**src/rtl/mult_pkg.sv**
```systemverilog
`default_nettype none
// ============================================================================
//  Module      : mult_pkg
//  Description : Shared types for the multiplier arbiter: arbiter state
//                encoding, operand width and the requester tag carried
//                alongside each multiply through the pipeline.
//  Revision    : 1.0 - initial release
// ============================================================================
package mult_pkg;

    localparam int MULT_OP_W = 16;

    typedef enum logic [1:0] {
        RUN   = 2'd0,
        DRAIN = 2'd1,
        HALT  = 2'd2
    } arb_state_t;

    typedef struct packed {
        logic valid;
        logic id;
    } mult_tag_t;

endpackage
`default_nettype wire

```
**src/rtl/mult_tag_pipe.sv**
```systemverilog
`default_nettype none
// ============================================================================
//  Module      : mult_tag_pipe
//  Description : DEPTH-deep shift register of requester tags. It runs in
//                lock-step with the external multiplier, so the tag leaving
//                the last stage identifies the owner of the current result.
//  Ports       : clk, rst   - clock, synchronous active-high clear
//                tag_in     - tag loaded into stage 0 every cycle
//                tag_out    - tag in the last stage
//  Revision    : 1.0 - initial release
// ============================================================================
module mult_tag_pipe
    import mult_pkg::*;
#(
    parameter int DEPTH = 4
) (
    input  logic      clk,
    input  logic      rst,
    input  mult_tag_t tag_in,
    output mult_tag_t tag_out
);

    mult_tag_t stage_q [DEPTH];
    mult_tag_t stage_d [DEPTH];

    always_comb begin
        stage_d[0] = tag_in;
        for (int i = 1; i < DEPTH; i++) begin
            stage_d[i] = stage_q[i-1];
        end
    end

    // Clearing on reset drops every in-flight tag, so results of ops issued
    // before reset are never routed to a requester.
    always_ff @(posedge clk) begin
        if (rst) begin
            for (int i = 0; i < DEPTH; i++) begin
                stage_q[i] <= '0;
            end
        end else begin
            stage_q <= stage_d;
        end
    end

    assign tag_out = stage_q[DEPTH-1];

endmodule
`default_nettype wire

```
**src/rtl/mult_arb.sv**
```systemverilog
`default_nettype none
// ============================================================================
//  Module      : mult_arb
//  Description : Two-requester arbiter for a shared fixed-latency 16x16
//                multiplier. Grants one operand pair per cycle, tags each op
//                with its requester, routes results back by tag, and offers a
//                drain handshake that quiesces the multiplier.
//  Config      : MULT_ARB_FIXED_PRIO_EN - when defined, req0 always wins
//                contention; otherwise contention is round-robin.
//  Ports       : clk, rst                     - clock, sync active-high reset
//                reqN_valid/a/b, reqN_ready   - requester operand handshake
//                mult_en/a/b, mult_rdy        - multiplier issue interface
//                mult_result                  - multiplier output
//                resp0_valid, resp1_valid     - result ownership pulses
//                resp_data                    - routed result
//                drain, drain_done            - quiesce handshake
//                busy                         - ops in flight
//  Revision    : 1.0 - initial release
// ============================================================================
module mult_arb
    import mult_pkg::*;
#(
    parameter int LATENCY = 4,
    parameter int WIDTH   = 32
) (
    input  logic                 clk,
    input  logic                 rst,
    input  logic                 req0_valid,
    input  logic [MULT_OP_W-1:0] req0_a,
    input  logic [MULT_OP_W-1:0] req0_b,
    output logic                 req0_ready,
    input  logic                 req1_valid,
    input  logic [MULT_OP_W-1:0] req1_a,
    input  logic [MULT_OP_W-1:0] req1_b,
    output logic                 req1_ready,
    output logic                 mult_en,
    output logic [MULT_OP_W-1:0] mult_a,
    output logic [MULT_OP_W-1:0] mult_b,
    input  logic                 mult_rdy,
    input  logic [WIDTH-1:0]     mult_result,
    output logic                 resp0_valid,
    output logic                 resp1_valid,
    output logic [WIDTH-1:0]     resp_data,
    input  logic                 drain,
    output logic                 drain_done,
    output logic                 busy
);

    localparam int              CNT_W   = $clog2(LATENCY + 1);
    localparam logic [CNT_W-1:0] CNT_ONE = {{(CNT_W-1){1'b0}}, 1'b1};

    arb_state_t       state_q, state_d;
    logic [CNT_W-1:0] count_q, count_d;
    logic             grant_ok;
    logic             grant_id;
    logic             contend_id;
    logic             resp_hit;
    mult_tag_t        tag_in;
    mult_tag_t        tag_out;

    // ------------------------------------------------------------------
    // Contention winner
    // ------------------------------------------------------------------
`ifdef MULT_ARB_FIXED_PRIO_EN
    assign contend_id = 1'b0;
`else
    logic last_grant_q, last_grant_d;

    assign contend_id   = ~last_grant_q;
    // Only an actual issue moves the round-robin pointer.
    assign last_grant_d = mult_en ? grant_id : last_grant_q;

    always_ff @(posedge clk) begin
        if (rst) begin
            last_grant_q <= 1'b1;   // req0 wins the first contention
        end else begin
            last_grant_q <= last_grant_d;
        end
    end
`endif

    // ------------------------------------------------------------------
    // Combinational grant; gated by rst so all outputs read 0 in reset
    // ------------------------------------------------------------------
    always_comb begin
        grant_ok = !rst && (state_q == RUN) && mult_rdy;
        grant_id = 1'b0;
        mult_en  = 1'b0;
        if (grant_ok) begin
            if (req0_valid && req1_valid) begin
                grant_id = contend_id;
            end else begin
                grant_id = req1_valid;
            end
            mult_en = req0_valid || req1_valid;
        end
        req0_ready = mult_en && !grant_id;
        req1_ready = mult_en &&  grant_id;
        mult_a     = '0;
        mult_b     = '0;
        if (mult_en) begin
            mult_a = grant_id ? req1_a : req0_a;
            mult_b = grant_id ? req1_b : req0_b;
        end
        tag_in.valid = mult_en;
        tag_in.id    = grant_id;
    end

    mult_tag_pipe #(
        .DEPTH   (LATENCY)
    ) u_tag_pipe (
        .clk     (clk),
        .rst     (rst),
        .tag_in  (tag_in),
        .tag_out (tag_out)
    );

    // ------------------------------------------------------------------
    // Response routing: pass-through of the multiplier output
    // ------------------------------------------------------------------
    always_comb begin
        resp_hit    = !rst && tag_out.valid;
        resp0_valid = resp_hit && !tag_out.id;
        resp1_valid = resp_hit &&  tag_out.id;
        resp_data   = resp_hit ? mult_result : '0;
    end

    // ------------------------------------------------------------------
    // In-flight counter and FSM
    // ------------------------------------------------------------------
    always_comb begin
        case ({mult_en, resp_hit})
            2'b10:   count_d = count_q + CNT_ONE;
            2'b01:   count_d = count_q - CNT_ONE;
            default: count_d = count_q;
        endcase
    end

    // DRAIN looks at the post-update count so HALT is entered on the same
    // edge that retires the last in-flight result.
    always_comb begin
        state_d = state_q;
        case (state_q)
            RUN:     if (drain)          state_d = DRAIN;
            DRAIN:   if (count_d == '0)  state_d = HALT;
            HALT:    if (!drain)         state_d = RUN;
            default:                     state_d = RUN;
        endcase
    end

    always_ff @(posedge clk) begin
        if (rst) begin
            state_q <= RUN;
            count_q <= '0;
        end else begin
            state_q <= state_d;
            count_q <= count_d;
        end
    end

    assign drain_done = (state_q == HALT);
    assign busy       = (count_q != '0);

endmodule
`default_nettype wire

```
**config.mk**
```make
export PLATFORM = sky130hd
export DESIGN_NAME = mult_arb
export DESIGN_NICKNAME = d
export VERILOG_FILES = /design/src/rtl/mult_pkg.sv /design/src/rtl/mult_tag_pipe.sv /design/src/rtl/mult_arb.sv
export SDC_FILE = /design/constraint.sdc
export NUM_CORES = 1
export LEC_CHECK = 0
export CORE_MARGIN = 2
export CORE_UTILIZATION = 25
export DETAILED_ROUTE_END_ITERATION = 6
export GPL_TIMING_DRIVEN = 1
export PLACE_DENSITY = 0.81
export SETUP_SLACK_MARGIN = 0.05
export SLEW_MARGIN = 10
export SYNTH_ARGS = -nofsm -noshare
export SYNTH_HDL_FRONTEND = slang
export SYNTH_SLANG_ARGS = --single-unit
export TNS_END_PERCENT = 20
```
**constraint.sdc**
```tcl
create_clock -name clk -period 2.78 [get_ports clk]
set_input_delay 0.278 -clock clk [delete_from_list [all_inputs] [get_ports clk]]
set_output_delay 0.278 -clock clk [all_outputs]
set_load 0.02 [all_outputs]
```
After elaboration in Yosys (flattened, before gate mapping). Cells that the tools add are included.

Register bits: 14. Input bits: 102.

Add/sub/neg operators: 2. Eq/ne operators: 7. Multiplexer cells: 13. Bitwise logic cells: 1. Reductions and logical operators: 16.

Operator list (count): $mux 16 (4); $mux 32 (1); $logic_and 1x1->1 (8); $mux 2 (3); $ne 2x2->1 const B (3); $pmux 2 s3 (1); $pmux 3 s2 (1); $eq 2x1->1 const B (2); $eq 2x2->1 const B (2); $add 3x1->3 const B (1); $logic_not 1->1 (3); $logic_not 3->1 (1); $mux 1 (3); $reduce_and 3->1 (1); $reduce_bool 3->1 (1); $sub 3x1->3 const B (1); $logic_not 2->1 (1); $logic_or 1x1->1 (1); $not 1->1 (1).

Longest topological paths before layout.
Word-level depth: 9. Gate-level depth with buffers: 10. Depth with buffers taken out: 9.

Cells and area by module. From an unflattened synthesis, not the netlist that was laid out.

Cells, all modules: 174. Area, all modules: 1587.8 µm².

By module, submodules not included: mult_arb (instances 1, cells an instance 158, area an instance 1377.6 µm², seq. area each 120.1 µm²); mult_tag_pipe (instances 1, cells an instance 16, area an instance 210.2 µm², seq. area each 160.2 µm²).

Worst setup path after synthesis. OpenSTA, ideal clock, no wires.

Path kind: reg-to-reg. Start point: reg state_q[0]. End point: reg state_q[0]. Setup time: 119 ps. Arrival: 2675 ps. Slack: -14 ps. Cell stages (with the launch flop): 11. Path buffers: 1. Period minus slack after synthesis: 2794 ps. Cell sequence: dfxtp_1 > or4b_4 > buf_6 > nor2_1 > inv_1 > ha_1 > inv_1 > fa_1 > xnor2_1 > mux2_2 > o221a_2.

Cells in the longest elaborated chain, start to end: 9.

Ends and longest elaborated chain: start: declaration (RTL line mult_arb.sv:52) `arb_state_t state_q, state_d;`; start signal: assignment (RTL line mult_arb.sv:156) `state_q <= state_d;`; $logic_not 2->1 * (RTL line mult_arb.sv:86) `grant_ok = !rst && (state_q == RUN) && mult_rdy;`; $logic_and 1x1->1 * (2 in series) (RTL line mult_arb.sv:86); $mux 1 * (RTL line mult_arb.sv:89) `if (grant_ok) begin`; net mult_en (RTL line mult_arb.sv:36) `output logic mult_en,`; $eq 2x1->1 / $eq 2x2->1 (equally long branches) (RTL line mult_arb.sv:132) `case ({mult_en, resp_hit})`; $pmux 3 s2 * (RTL line mult_arb.sv:132); $logic_not 3->1 * (RTL line mult_arb.sv:145) `DRAIN: if (count_d == '0) state_d = HALT;`; $ne 2x2->1 (no source line) *; $reduce_and 3->1 (no source line) *.

Mark *: on every way through the listed nets, which the timed path passes. The rest lies on a longest branch. A chain may end at the register's enable or synchronous reset.

Worst setup path after layout.
Start point: in rst. End point: out mult_b[14].

Cells in the longest elaborated chain, start to end: 6.

Ends and longest elaborated chain: start: declaration (RTL line mult_arb.sv:27) `input logic rst,`; $logic_not 1->1 * (RTL line mult_arb.sv:86); $logic_and 1x1->1 * (2 in series) (RTL line mult_arb.sv:86); $mux 1 (RTL line mult_arb.sv:89); $mux 16 (RTL line mult_arb.sv:103) `mult_b = grant_id ? req1_b : req0_b;`; $mux 16 * (RTL line mult_arb.sv:101) `if (mult_en) begin`; end: declaration (RTL line mult_arb.sv:38) `output logic [MULT_OP_W-1:0] mult_b,`.

Mark *: on every way between the ends. The rest lies on a longest branch, timed or not.

==> results_dict.tcl <==
set metrics [dict create \
    ctsHoldBuffers 0 \
    fin_crit_ps 2550 \
    skew_ps 2.22 \
    post-cts-setup-buffer-count 0 \
    path_cells "clkdlybuf4s50_1 > or4b_4 > buf_4 > nor2_1 > clkdlybuf4s50_1" \
    relSlewSlack 0.668 \
    clock_latency_ps 240 \
    fin_crit_sh 0.917 \
    startpoint_type "input port" \
    first_pass_iters 5 \
    fp.dieH_um 76.1 \
    cts.clk_slew.worst_paths_ps 60 \
    dieWidth_um 76.1 \
    min_from "u_tag_pipe.stage_d[2]" \
    slew_violations 0 \
    r2r-end "state_q[0]" \
    place.detailed.hpwl_mm 4.65 \
    max_cap_violations 0 \
    ant_nets 0 \
    synthTopCellsByArea "a32oi_1 22%, dfxtp_1 22%, and2_1 16%" \
    place.gp.congestion 0.737 \
    ir_worst_vdd_mv 0.238 \
    syn_avg_cell_area_um2 7.22 \
    nets 452 \
    setup_viol 0 \
    cts_buffer_depth 2 \
    cts_tree "done" \
    initial_core_util 0.256 \
    arrival_ps 2270 \
    syn_inst 180 \
    grt_pass1_vias 1915 \
    yosys_register_bits 14 \
    grt_pass1_wl_mm 9.09 \
    holdPathStages 1 \
    die_area_um2 5790 \
    post_cts_resized 0 \
    multi_input_area_um2 912 \
    holdCritPathClass "register to register" \
    drive_above_1_share 0.0548 \
    fillers 454 \
    clkSinkCount 14 \
    grt_max_degree 39 \
    routed_wirelength_mm 5.74 \
    r2r_start "state_q[0]" \
    power_uw 778 \
    num_antenna_cells 0 \
    vias_per_cell 4.74 \
    htreeDepth 1 \
    syn-cell-area_um2 1300 \
    area.growth.synth_to_final_pct 144 \
    drtIter0Drc 65 \
    post-place-ws_ps 9.42 \
    io_buffers 172 \
    cp_max_fo 38 \
    synth_flop_cell "dfxtp_1" \
    worst_pin_slew_ps 491 \
    yosysWarnings 0 \
    status "completed" \
    rsz0062_at_grt "false" \
    powerDensity_nw_per_um2 246 \
    core_area_um2 5070 \
    cts_made_buffers 3 \
    p_leak_uw 0.00114 \
    synth_nets 284 \
    ys_seq_area_frac 0.216 \
    ys_types 28 \
    min_to "u_tag_pipe.stage_d[0]" \
    cpMostUsedCell "clkdlybuf4s50_1" \
    cpPeakStageDelay_ps 620 \
    worstSetupPathType "input port to output port" \
    hold_slack_ps 436 \
    grt_usage 0.187 \
    cpMaxStageDelayCell "clkdlybuf4s50_1" \
    cts-root-buf "clkbuf_8" \
    setup_ws_ps 230 \
    rows 26 \
    end_kind "output port" \
    seq_area_um2 280 \
    worstPathRequired_ps 2500 \
    wl_per_cell_um 13.8 \
    overflow 0 \
    remaining_drc_errors 0 \
    async_flop_share 0 \
    reg2reg_depth 9 \
    io_pins 173 \
    startpoint "rst" \
    finalSetupTns_ps 0 \
    r2r_slack_ps 330 \
    antenna_found_initial 0 \
    vias 1977 \
    fmax_ghz 0.392 \
    hold_viol 0 \
    synth_top_area_frac 0.216 \
    synth_edf_count 0 \
    yosysTopAreaCell "a32oi_1" \
]
## power by group
group          internal (µW)  switching (µW)  leakage, µW
Sequential               211            8.36     0.000114
Combinational            224             141      0.00100
Clock                    125            67.7    0.0000288
Total                    560             218      0.00114
## how the worst max path moves through the flow
stage | to | slack [ps] | cells past startpoint
floorplan | state_q[0] | 100 | 10
global placement | state_q[0] | 50 | 10
detailed placement | state_q[0] | 9 | 10
CTS | mult_b[5] | 230 | 5
global route | state_q[0] | 110 | 8
finish | mult_b[14] | 230 | 5
## registers in the layout, summed over array words and instances, names as in the netlist
register	count
count_q	3
last_grant_q	1
state_q	2
u_tag_pipe.stage_d	6
u_tag_pipe.tag_out	2
## per-stage QoR
stage	std cells	utilization	instance area, µm²
4_1_cts	417	0.624	3170
3_3_place_gp	413	0.613	3110
6_report	417	0.624	3170
5_1_grt	417	0.624	3170
3_5_place_dp	413	0.613	3110
2_1_floorplan	180	-	1300
## critical path: cells and delay by family
kind                   cells  cell delay [ps]
buffers and inverters      3             1320
AND/OR/NAND/NOR            2              670
## synthesized netlist by cell type (all sizes together), types with 2 or more instances
cell and n:
o21ai 5, xor2 2, clkbuf 17, inv 6, buf 2, dfxtp 14
nor2b 12, and2 33, a32oi 32, nor2 39, nand2 2
## area by class of cell
class | instances | area share
clock buffers | 4 | 0.0174
multi-input cells | 141 | 0.288
repair buffers | 182 | 0.571
flip-flops and latches | 14 | 0.0885
well taps | 70 | 0.0277
inverters | 6 | 0.00711
## routing by layer
metal,up-vias,GRT usage,part of all wire
li1,973,-,-
met1,878,0.198,0.38
met2,120,0.346,0.51
met3,6,0.0770,0.11
met4,0,0.0455,0.011
met5,-,0,0
## placed cells by master, fill, tap and decap left out
| cell | netlist | final |
|---|---|---|
| a211oi_1 | 1 | 1 |
| a21boi_2 | 1 | 1 |
| a21oi_1 | 1 | 1 |
| a32oi_1 | 32 | 32 |
| and2_1 | 33 | 33 |
| and3b_1 | 1 | 1 |
| buf_12 | 0 | 1 |
| buf_4 | 0 | 9 |
| clkbuf_8 | 0 | 4 |
| clkdlybuf4s50_1 | 0 | 172 |
| dfxtp_1 | 14 | 14 |
| fa_1 | 1 | 1 |
| ha_1 | 1 | 1 |
| inv_1 | 6 | 6 |
| mux2_2 | 1 | 1 |
| nand2_1 | 2 | 2 |
| nand2b_1 | 1 | 1 |
| nand3_1 | 1 | 1 |
| nor2_1 | 39 | 38 |
| nor2_2 | 0 | 1 |
| nor2b_1 | 12 | 12 |
| nor3b_1 | 1 | 1 |
| nor4b_1 | 1 | 1 |
| o211ai_1 | 1 | 1 |
| o21ai_0 | 4 | 4 |
| o21ai_1 | 1 | 1 |
| o221a_2 | 1 | 1 |
| or3_1 | 1 | 1 |
| or4b_4 | 1 | 1 |
| xnor2_1 | 1 | 1 |
| xor2_1 | 2 | 2 |
## cell families after synthesis
group                    after synthesis  share of synthesized area
AO/OA/AOI/OAI                         42                      0.268
AND/OR/NAND/NOR                       93                      0.379
multiplexers                           1                    0.00867
buffers and inverters                 25                     0.0838
adder cells (fa/ha/maj)                2                     0.0250
XOR/XNOR                               3                     0.0202
flip-flops                            14                      0.216
Note: power is estimated with default switching activity, not from simulation.
